===== src/rtl/cmac_reg_op_ctrl_pkg.sv =====
// ---------------------------------------------------------------------------
// cmac_reg_op_ctrl_pkg
//   Shared constants and types for the CMAC ping-pong register control block.
//   - GROUP_NUM   : number of register groups (G0 / G1)
//   - DONE_CNT_W  : width of the completed-layer counter
//   - group_idx_t : index type selecting one register group
//   - group_onehot: converts a group index to a one-hot group vector
// ---------------------------------------------------------------------------
package cmac_reg_op_ctrl_pkg;

  localparam int GROUP_NUM  = 2;
  localparam int DONE_CNT_W = 8;

  typedef logic group_idx_t;

  // One-hot vector with only the bit of the given group set.
  function automatic logic [GROUP_NUM-1:0] group_onehot(input group_idx_t g);
    logic [GROUP_NUM-1:0] v;
    v    = '0;
    v[g] = 1'b1;
    return v;
  endfunction

endpackage


===== src/rtl/cmac_reg_group.sv =====
// ---------------------------------------------------------------------------
// cmac_reg_group
//   One register group: holds op_en and conv_mode. Once op_en is set the
//   group is locked and every write is ignored until the datapath reports
//   the layer done (done_clr).
//
//   Ports
//     clk          in  : core clock
//     rst_n        in  : asynchronous active-low reset
//     wr_en        in  : write strobe already decoded for this group
//     wr_op_en     in  : op_en value being written
//     wr_conv_mode in  : conv_mode value being written
//     done_clr     in  : layer of this group finished, release the lock
//     op_en        out : flopped op_en
//     conv_mode    out : flopped conv_mode
// ---------------------------------------------------------------------------
module cmac_reg_group (
  input  logic clk,
  input  logic rst_n,
  input  logic wr_en,
  input  logic wr_op_en,
  input  logic wr_conv_mode,
  input  logic done_clr,
  output logic op_en,
  output logic conv_mode
);

  // Writes are only accepted while the group is idle. done_clr is only ever
  // asserted when op_en is already 1, so it can never collide with an
  // accepted write and its priority here is irrelevant to behaviour.
  logic wr_accept;
  assign wr_accept = wr_en & ~op_en;

  always_ff @(posedge clk or negedge rst_n) begin
    if (!rst_n) begin
      op_en     <= 1'b0;
      conv_mode <= 1'b0;
    end else begin
      if (done_clr) begin
        op_en <= 1'b0;
      end else if (wr_accept) begin
        op_en <= wr_op_en;
      end
      if (wr_accept) begin
        conv_mode <= wr_conv_mode;
      end
    end
  end

endmodule


===== src/rtl/cmac_reg_op_ctrl.sv =====
// ---------------------------------------------------------------------------
// cmac_reg_op_ctrl
//   Ping-pong register control for CMAC. Two register groups are programmed
//   by software; the datapath consumes the group selected by the consumer
//   pointer. A done pulse on an armed consumer releases that group, flips
//   the pointer, raises a one-cycle interrupt and counts the layer. A done
//   pulse with nothing armed is flagged as a sticky error.
//
//   Ports
//     nvdla_core_clk     in  : core clock
//     nvdla_core_rstn    in  : asynchronous active-low reset
//     reg_wr_en          in  : one-cycle register write strobe
//     reg_wr_group       in  : target group of the write
//     reg_wr_op_en       in  : op_en value being written
//     reg_wr_conv_mode   in  : conv_mode value being written
//     dp2reg_done        in  : one-cycle layer-done pulse
//     err_clr            in  : clears the sticky error flag
//     reg2dp_op_en       out : op_en of the consumer group
//     reg2dp_conv_mode   out : conv_mode of the consumer group
//     dp2reg_consumer    out : consumer group pointer
//     group_op_en        out : op_en status {G1, G0}
//     intr_done          out : one-cycle done interrupt per group
//     done_count         out : completed-layer count (wraps)
//     err_spurious_done  out : sticky, done seen with no armed group
// ---------------------------------------------------------------------------
module cmac_reg_op_ctrl
  import cmac_reg_op_ctrl_pkg::*;
(
  input  logic                  nvdla_core_clk,
  input  logic                  nvdla_core_rstn,
  input  logic                  reg_wr_en,
  input  logic                  reg_wr_group,
  input  logic                  reg_wr_op_en,
  input  logic                  reg_wr_conv_mode,
  input  logic                  dp2reg_done,
  input  logic                  err_clr,
  output logic                  reg2dp_op_en,
  output logic                  reg2dp_conv_mode,
  output logic                  dp2reg_consumer,
  output logic [GROUP_NUM-1:0]  group_op_en,
  output logic [GROUP_NUM-1:0]  intr_done,
  output logic [DONE_CNT_W-1:0] done_count,
  output logic                  err_spurious_done
);

  group_idx_t           consumer;
  logic [GROUP_NUM-1:0] op_en;
  logic [GROUP_NUM-1:0] conv_mode;
  logic [GROUP_NUM-1:0] wr_sel;
  logic [GROUP_NUM-1:0] done_clr;
  logic                 done_fire;
  logic                 done_spurious;

  // A done only counts when the group the datapath was using is armed.
  assign done_fire     = dp2reg_done &  op_en[consumer];
  assign done_spurious = dp2reg_done & ~op_en[consumer];

  assign wr_sel   = reg_wr_en ? group_onehot(reg_wr_group) : '0;
  assign done_clr = done_fire ? group_onehot(consumer) : '0;

  cmac_reg_group u_group0 (
    .clk          (nvdla_core_clk),
    .rst_n        (nvdla_core_rstn),
    .wr_en        (wr_sel[0]),
    .wr_op_en     (reg_wr_op_en),
    .wr_conv_mode (reg_wr_conv_mode),
    .done_clr     (done_clr[0]),
    .op_en        (op_en[0]),
    .conv_mode    (conv_mode[0])
  );

  cmac_reg_group u_group1 (
    .clk          (nvdla_core_clk),
    .rst_n        (nvdla_core_rstn),
    .wr_en        (wr_sel[1]),
    .wr_op_en     (reg_wr_op_en),
    .wr_conv_mode (reg_wr_conv_mode),
    .done_clr     (done_clr[1]),
    .op_en        (op_en[1]),
    .conv_mode    (conv_mode[1])
  );

  // Datapath view is a plain mux of the consumer group's flops, so an arm
  // of the other group landing on the same edge as done gives a gapless
  // back-to-back launch.
  assign reg2dp_op_en     = op_en[consumer];
  assign reg2dp_conv_mode = conv_mode[consumer];
  assign dp2reg_consumer  = consumer;
  assign group_op_en      = op_en;

  // Consumer pointer, interrupt and layer counter all advance on an
  // accepted done. The interrupt is one-hot by construction.
  always_ff @(posedge nvdla_core_clk or negedge nvdla_core_rstn) begin
    if (!nvdla_core_rstn) begin
      consumer   <= 1'b0;
      intr_done  <= '0;
      done_count <= '0;
    end else begin
      intr_done <= done_clr;
      if (done_fire) begin
        consumer   <= ~consumer;
        done_count <= done_count + DONE_CNT_W'(1);
      end
    end
  end

  // Sticky error: a spurious done wins over a simultaneous clear.
  always_ff @(posedge nvdla_core_clk or negedge nvdla_core_rstn) begin
    if (!nvdla_core_rstn) begin
      err_spurious_done <= 1'b0;
    end else if (done_spurious) begin
      err_spurious_done <= 1'b1;
    end else if (err_clr) begin
      err_spurious_done <= 1'b0;
    end
  end

endmodule

===== config.mk =====
export PLATFORM = sky130hd
export DESIGN_NAME = cmac_reg_op_ctrl
export DESIGN_NICKNAME = d
export VERILOG_FILES = /design/src/rtl/cmac_reg_op_ctrl_pkg.sv /design/src/rtl/cmac_reg_group.sv /design/src/rtl/cmac_reg_op_ctrl.sv
export SDC_FILE = /design/constraint.sdc
export NUM_CORES = 1
export LEC_CHECK = 0
export CORE_MARGIN = 2
export CORE_UTILIZATION = 49
export CTS_BUF_LIST = sky130_fd_sc_hd__clkbuf_8
export CTS_CLUSTER_SIZE = 10
export DETAILED_ROUTE_END_ITERATION = 8
export PLACE_DENSITY = 0.85
export SETUP_SLACK_MARGIN = 0.2
export SKIP_LAST_GASP = 1
export SLEW_MARGIN = 15
export SYNTH_ARGS = -nofsm -noshare
export SYNTH_HDL_FRONTEND = slang
export SYNTH_HIERARCHICAL = 1
export SYNTH_SLANG_ARGS = --single-unit

===== constraint.sdc =====
create_clock -name nvdla_core_clk -period 4.1 [get_ports nvdla_core_clk]
set_input_delay 0.41 -clock nvdla_core_clk [delete_from_list [all_inputs] [get_ports nvdla_core_clk]]
set_output_delay 0.41 -clock nvdla_core_clk [all_outputs]
set_load 0.01 [all_outputs]

==> results.md, run 1 <==
- Clock slew at reported path FFs: about 0.060 ns
- 1st-pass router iterations: 4
- H-tree levels: 1
- Reg2Reg Setup Slack: around 2.6 ns
- Port Buffers: 23
- Core Region: 1320 µm²
- Worst-path fanout max: 6
- RSZ-0062 raised after global routing: no
- Number of diodes: 0
- Distinct cell type count after synthesis: 23
- Fillcell total: 87
- CTS tree: built
- Post-synthesis area per instance: approximately 12 µm²
- Post-Synthesis Cells: 58
- Worst Path Required: 3.69 ns
- Num CTS Buffers: 3
- CTS root buffer: clkbuf_8
- Vias in the first global route: around 460
- Post-CTS Setup Repair Bufs: 0
- Max Cap Viol: 0
- Area contributors post-synth: dfrtp_1 57%, mux2_4 6.4%, xnor2_1 6.2%, nor2b_4 3.9%, nor2_1 2.7%
- Status: finished, final reports clean
- Share of cells above drive strength 1: 0.143
- Slowest cell delay on critical path: between 0.5 and 0.6 ns
- Total Wirelength: ~1400 µm
- Die Width: between 40 and 50 µm
- CTS resizes: 0
- Initial core utilization: 0.535
- Startpoint types: flop
- Leak: approximately 0.45 nW
- Design Power: 731 µW
- Area grow syn2layout: 41.2%
- Vias post-DR: between 400 and 500
- Die height: 41.9 µm
- Fin crit share: 0.518
- Initial antenna violation count: 0
- Most frequent cells in the layout: 23 x clkdlybuf4s50_1, 16 x dfrtp_1, 5 x nor2_1, 5 x xnor2_1, 4 x nand2_1
- Cell family with most CP delay: buffers and inverters
- Routed len/inst: roughly 14 µm
- Layout Nets: between 90 and 100
- Final Setup Violations: 0
- Min cycle time layout: ~2.1 ns
- Gr ovfl total: 0
- CP arrival: approximately 1.7 ns
- Synth area leader: dfrtp_1
- Final worst slack: between 1.5 and 2 ns
- Kind of end point of the critical path: output pin
- Most common cell after layout, fill and taps aside: clkdlybuf4s50_1
- Clk buf depth: 2
- Worst-Skew Late Latency: 0.24 ns
- Yosys synthesis warning count: 6
- Min-Delay Path Class: reg2reg
- Seq/Total Area, Yosys: 0.568
- Worst-path cell chain: mux2i_1 -> inv_2 -> clkdlybuf4s50_1
- Die area: 1760 µm²
- GPL Wtd Cong: 0.906
- Achievable Freq: 0.471 GHz
- Via density: approximately 5
- Slew headroom: 0.535
- Final hold violation count: 0
- Clk sinks: 16
- Residual DRC count: 0
- Place WS: 2.24 ns
- Crit Path Class: reg2out
- Largest net degree at the start of global routing: 17
- Row count: 13
- Yosys top cell area share: 0.568
- DP HPWL: between 1000 and 1500 µm
- Number of DRC markers in iteration 0: 6
- Worst path slowest cell: clkdlybuf4s50_1
- Buf+Inv Stages, Crit Path: 2
- First-pass GRT wire length: between 2000 and 2500 µm
- Setup TNS: 0 ns
- Max Slew Vio Count: 0
- Synthesized area: approximately 700 µm²
- Pwr dens: between 700 and 800 nW/µm²
- Clock Skews: around 0.00051 ns
- VDD IR max: 0.000495 V
- Synthesized net count: 67
- Number of top-level pins: 24
- Gr usage total: 0.164
- CTS hold repair buffers: 0
- Final ANT Viol Nets: 0
- Flops & latches, synth: 16
- Worst slew pin tran: just under 0.7 ns
cell usage after synthesis, drive strengths merged:
library cell	instances
and3	3
xor2	2
nor2b	3
mux2i	1
nor2	5
and4	1
nand2	5
ha	1
xnor2	5
nor3	1
a21oi	3
nand4	2
dfrtp	16
o21ai	1
inv	2
mux2	4
nand3	2
and2	1
metal layers:
metal,vias to the layer above,GRT usage,part of all wire
met1,226,0.219,0.48
met3,2,0.0391,0.036
li1,252,-,-
met2,14,0.250,0.47
met4,0,0.0774,0.0074
met5,-,0,0
area by class of cell:
class | instances | area (µm²) | share of cell area
Clock buffer | 3 | 41.3 | 0.0415
Inverter | 2 | 7.51 | 0.00755
Multi-Input combinational cell | 40 | 297 | 0.298
Sequential cell | 16 | 400 | 0.403
Tap cell | 15 | 18.8 | 0.0189
Timing Repair Buffer | 23 | 230 | 0.231
kinds of logic after synthesis:
logic type,Yosys count,synth area share
flops,16,0.568
mux,5,0.0941
xor+xnor,7,0.0870
fa+ha+maj,1,0.0178
simple gates,23,0.194
compound gates,4,0.0284
buf+inv,2,0.0106
stage by stage:
step,instances,util,hold slack (ns),cell area (µm²)
6_report,99,0.755,0.472,995
5_1_grt,99,0.755,0.491,995
4_1_cts,99,0.755,0.482,995
3_5_place_dp,96,0.724,0.474,953
3_3_place_gp,96,0.724,0.458,953
2_1_floorplan,58,-,0.114,704
path summary, 6_finish.rpt:
| kind | startpoint | end | cells after the start |
|---|---|---|---|
| worst max-delay path | dp2reg_consumer | reg2dp_op_en | 3 |
| worst min-delay path | done_count[7] | done_count[7] | 1 |
| worst max register to register | dp2reg_consumer | done_count[1] | 4 |
| worst min register to register | done_count[7] | done_count[7] | 1 |
| max in group asynchronous | nvdla_core_rstn | u_group1/conv_mode | 1 |
| min in group asynchronous | nvdla_core_rstn | u_group0/op_en | 1 |
sequential cells by signal, summed over array words and instances, names as in the netlist:
register            cells
u_group0/op_en          1
err_spurious_done       1
done_count              8
dp2reg_consumer         1
intr_done               2
u_group1/conv_mode      1
u_group1/op_en          1
u_group0/conv_mode      1
report_power, final:
| group | total, mW | internal (mW) | switching [mW] |
|---|---|---|---|
| Sequential | 0.290 | 0.221 | 0.0684 |
| Combinational | 0.330 | 0.196 | 0.133 |
| Clock | 0.112 | 0.0649 | 0.0467 |
Note: power is estimated with default switching activity, not from simulation.
==> run 2, diff against run 1 <==
CORE_UTILIZATION = 41   (was 49)
PLACE_DENSITY = 0.76   (was 0.85)
clock period = 1.8 ns   (was 4.1 ns; I/O delays follow)
==> run 2 against run 1 <==
Register-to-register slack lost 2.2 ns. Worst setup slack lost 1.7 ns. Die area grew 18%. Hold slack lost 0.23 ns. Power grew 140%. Non-clock buffer count grew 3. Design area grew 4.7%. Clock-buffer cell count grew 1. Cell count grew 5.1%. Critical path depth shrank 2. Critical path type unchanged. Largest cell class unchanged. Largest power group unchanged.
==> results.md, run 2 (synthesized netlist as in run 1, its figures left out) <==
- DP HPWL: around 1000 µm
- Initial core utilization: 0.452
- Biggest regs: done_count x8, intr_done x2
- H-tree levels: 1
- Row count: 14
- Worst-path fanout max: 5
- Total Wirelength: around 1300 µm
- Vias post-DR: 510
- GPL Wtd Cong: about 0.77
- Achievable Freq: about 0.66 GHz
- Slew headroom: 0.823
- Crit Path Class: reg2out
- Cell internal pwr: approximately 1.2 mW
- Largest net degree at the start of global routing: 17
- Comb pwr share: 0.448
- Worst-Skew Late Latency: 0.25 ns
- CTS tree: built
- Max Slew Vio Count: 0
- Cell family with most CP delay: buffers and inverters
- Num CTS Buffers: 3
- Most flops, register: done_count
- Setup TNS: 0 ns
- Kind of end point of the critical path: output pin
- Gr usage total: 0.165
- Pwr dens: around 1700 nW/µm²
- Startpoint types: flop
- Layout Nets: around 100
- Number of diodes: 0
- First-pass GRT wire length: around 2300 µm
- Status: finished, final reports clean
- Die height: approximately 45 µm
- Clk buf depth: 2
- Most common cell after layout, fill and taps aside: clkdlybuf4s50_1
- Final ANT Viol Nets: 0
- RSZ-0062 raised after global routing: no
- Worst Path Required: ~1.6 ns
- VDD IR max: between 0.001 and 0.0015 V
- CTS hold repair buffers: 0
- Flop pwr share: 0.377
- Port Buffers: 23
- Sw frac: 0.336
- Max Cap Viol: 0
- Max reg flops: 8
- Buf+Inv Stages, Crit Path: 1
- Min cycle time layout: around 1.5 ns
- Leak: 0.467 nW
- Final Setup Violations: 0
- Clock slew at reported path FFs: roughly 0.06 ns
- Slowest cell delay on critical path: around 0.59 ns
- Vias in the first global route: 524
- Final hold violation count: 0
- Fillcell total: 126
- Die Width: about 45 µm
- Most frequent cells in the layout: 21 x clkdlybuf4s50_1, 14 x dfrtp_1, 5 x nor2_1, 5 x xnor2_1
- Psw: a little under 600 µW
- Clock power share: 0.175
- Share of cells above drive strength 1: 0.227
- Worst slew pin tran: about 0.26 ns
- Worst-path cell chain: clkdlybuf4s50_1
- Final worst slack: 0.292 ns
- Gr ovfl total: 0
- Fin crit share: 0.838
- Die area: 2070 µm²
- Worst path slowest cell: clkdlybuf4s50_1
- Clock Skews: roughly 0.0014 ns
- Min-Delay Path Class: in2async
- Residual DRC count: 0
- CTS root buffer: clkbuf_8
- CP arrival: roughly 1.3 ns
- Hold Worst Slack: 0.238 ns
- Area grow syn2layout: 47.8%
- Number of top-level pins: 24
- Number of DRC markers in iteration 0: 5
- 1st-pass router iterations: 2
- Core Region: 1560 µm²
- Initial antenna violation count: 0
- Via density: slightly below 5
- Place WS: around 0.34 ns
- Routed len/inst: 12.6 µm
- Clk sinks: 16
==> run 2: cell types whose count changed in the layout (fill, tap and decap cells not counted) <==
cell,delta
buf_4,+3
clkbuf_2,+1
clkbuf_8,+1
clkdlybuf4s50_1,-2
dfrtp_1,-2
dfrtp_2,+2
dlygate4sd2_1,+1
mux2i_1,-1
mux2i_4,+1
==> run 2: layout make-up <==
| type | instances | area, µm² | share of cell area |
|---|---|---|---|
| Clock buffer | 4 | 55.1 | 0.0529 |
| Inverter | 2 | 7.51 | 0.00721 |
| Multi-Input combinational cell | 40 | 309 | 0.297 |
| Sequential cell | 16 | 403 | 0.387 |
| Tap cell | 16 | 20.0 | 0.0192 |
| Timing Repair Buffer | 26 | 246 | 0.237 |
==> run 2: path summary, 6_finish.rpt <==
kind | start | end | slack [ns] | cells after the start
min in group nvdla_core_clk | done_count[7] | done_count[7] | 0.47 | 1
min reg2reg | done_count[7] | done_count[7] | 0.47 | 1
max in group asynchronous | nvdla_core_rstn | dp2reg_consumer | 1.38 | 2
max | u_group1/op_en | group_op_en[1] | 0.29 | 1
max reg2reg | dp2reg_consumer | done_count[1] | 0.41 | 5
min | nvdla_core_rstn | u_group1/op_en | 0.24 | 2
==> run 2: through the flow <==
step	instance area [µm²]	cells	utilization	power, mW
2_1_floorplan	704	58	-	1.01
6_report	1040	104	0.668	1.77
5_1_grt	1040	104	0.668	1.90
3_3_place_gp	970	99	0.622	1.42
3_5_place_dp	970	99	0.622	1.43
4_1_cts	1040	104	0.665	1.77
==> run 2: per-layer routing <==
metal | global-route usage | vias up | wire length [µm]
met1 | 0.213 | 234 | 644
met2 | 0.237 | 13 | 577
met3 | 0.0516 | 5 | 52
met4 | 0.106 | 0 | 37
li1 | - | 258 | -
met5 | 0 | - | 0
==> run 2: power by group through the flow <==
stage               clock (mW)  combinational [mW]  sequential, mW
floorplan                    0               0.317           0.698
global placement             0               0.764           0.659
detailed placement           0               0.768           0.666
CTS                      0.317               0.787           0.662
global route             0.337               0.867           0.693
finish                   0.311               0.794           0.669
==> run 2: what timing repair did <==
| action | 4_1_cts | 5_1_grt |
|---|---|---|
| endpoints found under the setup margin | 2 | 1 |
| gates cloned | 0 | 0 |
| buffers inserted | 1 | 0 |
| hold endpoints to repair | 0 | 0 |
| resized for setup | 5 | 3 |
==> run 3, diff against run 2 <==
CORE_UTILIZATION = 45   (was 41)
PLACE_DENSITY = 0.79   (was 0.76)
clock period = 1.5 ns   (was 1.8 ns; I/O delays follow)
==> run 3 against run 2 <==
Global-route usage increased by 3.7 points. Cell count increased by 8.7%. Non-clock buffer count increased by 10. Highest routed layer unchanged. First-iteration DRC count increased to 2.8 times the previous value. Via count increased by 10%. Hold slack got worse by 0.020 ns. Core utilization increased by 8.6 points. Critical endpoint is now done_count[1]. Wire length increased by 22%.
==> results.md, run 3 (synthesized netlist as in run 1, its figures left out) <==
- Min-Delay Path Class: in2async
- Crit Path Class: reg2reg
- Initial antenna violation count: 0
- Setup TNS: 0 ns
- Max Slew Vio Count: 0
- Gr ovfl total: 0
- Cell count after placement: ~100
- Via density: ~5.0
- Flop pwr share: 0.322
- Clock Skews: 0.00177 ns
- Number of top-level pins: 24
- Share of cells above drive strength 1: 0.320
- Achievable Freq: ~0.74 GHz
- DP HPWL: ~1100 µm
- Cell family with most CP delay: multiplexers
- CP arrival: 1.48 ns
- Leak: between 0.5 and 0.6 nW
- Biggest regs: done_count x8, intr_done x2
- Worst-Skew Late Latency: between 0.2 and 0.25 ns
- Largest net degree at the start of global routing: 17
- Worst Path Required: around 1.6 ns
- Cell internal pwr: 1.49 mW
- Num CTS Buffers: 3
- Multi-input gate area in the final layout: about 320 µm²
- Fillcell total: 100
- 1st-pass router iterations: 4
- GPL Wtd Cong: around 0.8
- Most flops, register: done_count
- Pwr dens: a little over 2000 nW/µm²
- Startpoint types: flop
- Final Setup Violations: 0
- Routed len/inst: ~14 µm
- Area grow syn2layout: 59.3%
- Kind of end point of the critical path: flop
- Max Cap Viol: 0
- CTS tree: built
- Vias post-DR: 562
- Final ANT Viol Nets: 0
- Number of DRC markers in iteration 0: 14
- Clock slew at reported path FFs: about 0.06 ns
- Residual DRC count: 0
- Initial core utilization: 0.473
- CP most frequent cell: buf_6
- Core Region: about 1500 µm²
- Final hold violation count: 0
- Max reg flops: 8
- Most frequent cells in the layout: 14 x dfrtp_1, 11 x buf_4, 9 x clkdlybuf4s50_1
- Die area: roughly 1900 µm²
- Psw: 786 µW
- Slowest cell delay on critical path: about 0.42 ns
- Min cycle time layout: ~1.3 ns
- Register Area: roughly 400 µm²
- Die height: ~44 µm
- Final cell count without fillers: 113
- Buf+Inv Stages, Crit Path: 3
- Clk sinks: 16
- Status: finished, final reports clean
- Worst-path fanout max: 3
- Clk buf depth: 2
- Most common cell after layout, fill and taps aside: dfrtp_1
- Clock power share: 0.135
- Layout Nets: around 110
- CTS root buffer: clkbuf_8
- VDD IR max: approximately 0.0012 V
- Total Wirelength: approximately 1600 µm
- Die Width: between 40 and 50 µm
- Gr usage total: 0.201
- Slew headroom: 0.845
- Fin crit share: 0.899
- Comb pwr share: 0.544
- Port Buffers: 23
- First-pass GRT wire length: 2640 µm
- H-tree levels: 1
- Row count: 14
- Worst-path cell chain: buf_6 -> mux2i_4 -> inv_2 -> buf_6 -> nand2_4 -> mux2_4
- Worst path slowest cell: dfrtp_2
- Vias in the first global route: 546
- Worst slew pin tran: between 0.2 and 0.25 ns
- Sw frac: 0.345
- RSZ-0062 raised after global routing: yes
- Number of diodes: 0
==> run 3: changes by cell type in the layout (fill, tap and decap cells not counted) <==
cell,previous run,this run
nor3_2,0,1
clkbuf_2,1,0
clkdlybuf4s50_1,21,9
dlygate4sd2_1,1,8
nand2_4,0,1
buf_6,0,3
nor3_1,1,0
clkbuf_8,4,3
buf_4,3,11
buf_2,0,1
dlymetal6s2s_1,0,4
nand2_2,1,0
==> run 3: timing repair <==
action | in CTS | in global routing
pin swaps | 0 | 1
gates resized for setup | 18 | 7
hold buffers | 0 | 0
endpoints found under the hold margin | 0 | 0
endpoints found under the setup margin | 13 | 11
buffers inserted | 9 | 0
==> run 3: per-stage QoR <==
step           instance area (µm²)  hold WS, ns  worst slack [ns]  power, mW   util
2_1_floorplan                  719       -0.146             0.196       1.27      -
3_3_place_gp                  1000        0.458            0.0695       1.78  0.671
3_5_place_dp                  1000        0.470            0.0467       1.80  0.671
4_1_cts                       1110        0.224            0.0961       2.27  0.745
5_1_grt                       1120        0.246             0.100       2.43  0.754
6_report                      1120        0.219             0.151       2.28  0.754
==> run 3: power groups by stage <==
| stage | Sequential [mW] | Combinational [mW] | Clock [mW] |
|---|---|---|---|
| final | 0.733 | 1.24 | 0.307 |
| after global routing | 0.757 | 1.34 | 0.334 |
| after CTS | 0.735 | 1.22 | 0.319 |
| after detailed placement | 0.788 | 1.01 | 0 |
| after global placement | 0.778 | 0.998 | 0 |
| after floorplan | 0.864 | 0.408 | 0 |
==> run 3: final cells by class <==
cell class,count,area share
Clock buffer,3,0.0368
Inverter,2,0.00669
Multi-Input combinational cell,40,0.284
Sequential cell,16,0.359
Tap cell,16,0.0178
Timing Repair Buffer,36,0.295
==> run 3: final timing paths <==
path / from / end / slack (ns) / depth (start not counted)
max in group asynchronous: nvdla_core_rstn / u_group0/op_en / 1.09 / 2
worst min-delay path: nvdla_core_rstn / done_count[0] / 0.22 / 2
worst max-delay path: dp2reg_consumer / done_count[1] / 0.15 / 6
worst min register to register: done_count[7] / done_count[7] / 0.46 / 1
min in group nvdla_core_clk: done_count[7] / done_count[7] / 0.46 / 1
worst max register to register: dp2reg_consumer / done_count[1] / 0.15 / 6
==> run 3: worst reg2reg max path, cell delays in order (launching register included) <==
cell	delay, ns
dfrtp_2	0.42
buf_6	0.13
mux2i_4	0.16
inv_2	0.07
buf_6	0.12
nand2_4	0.05
mux2_4	0.29
==> run 3: layer usage <==
metal  up-vias  routed length [µm]  GRT usage
met4         0                  29     0.0909
li1        274                   -          -
met3         4                  68     0.0500
met2        17                 759      0.315
met5         -                   0          0
met1       267                 749      0.264
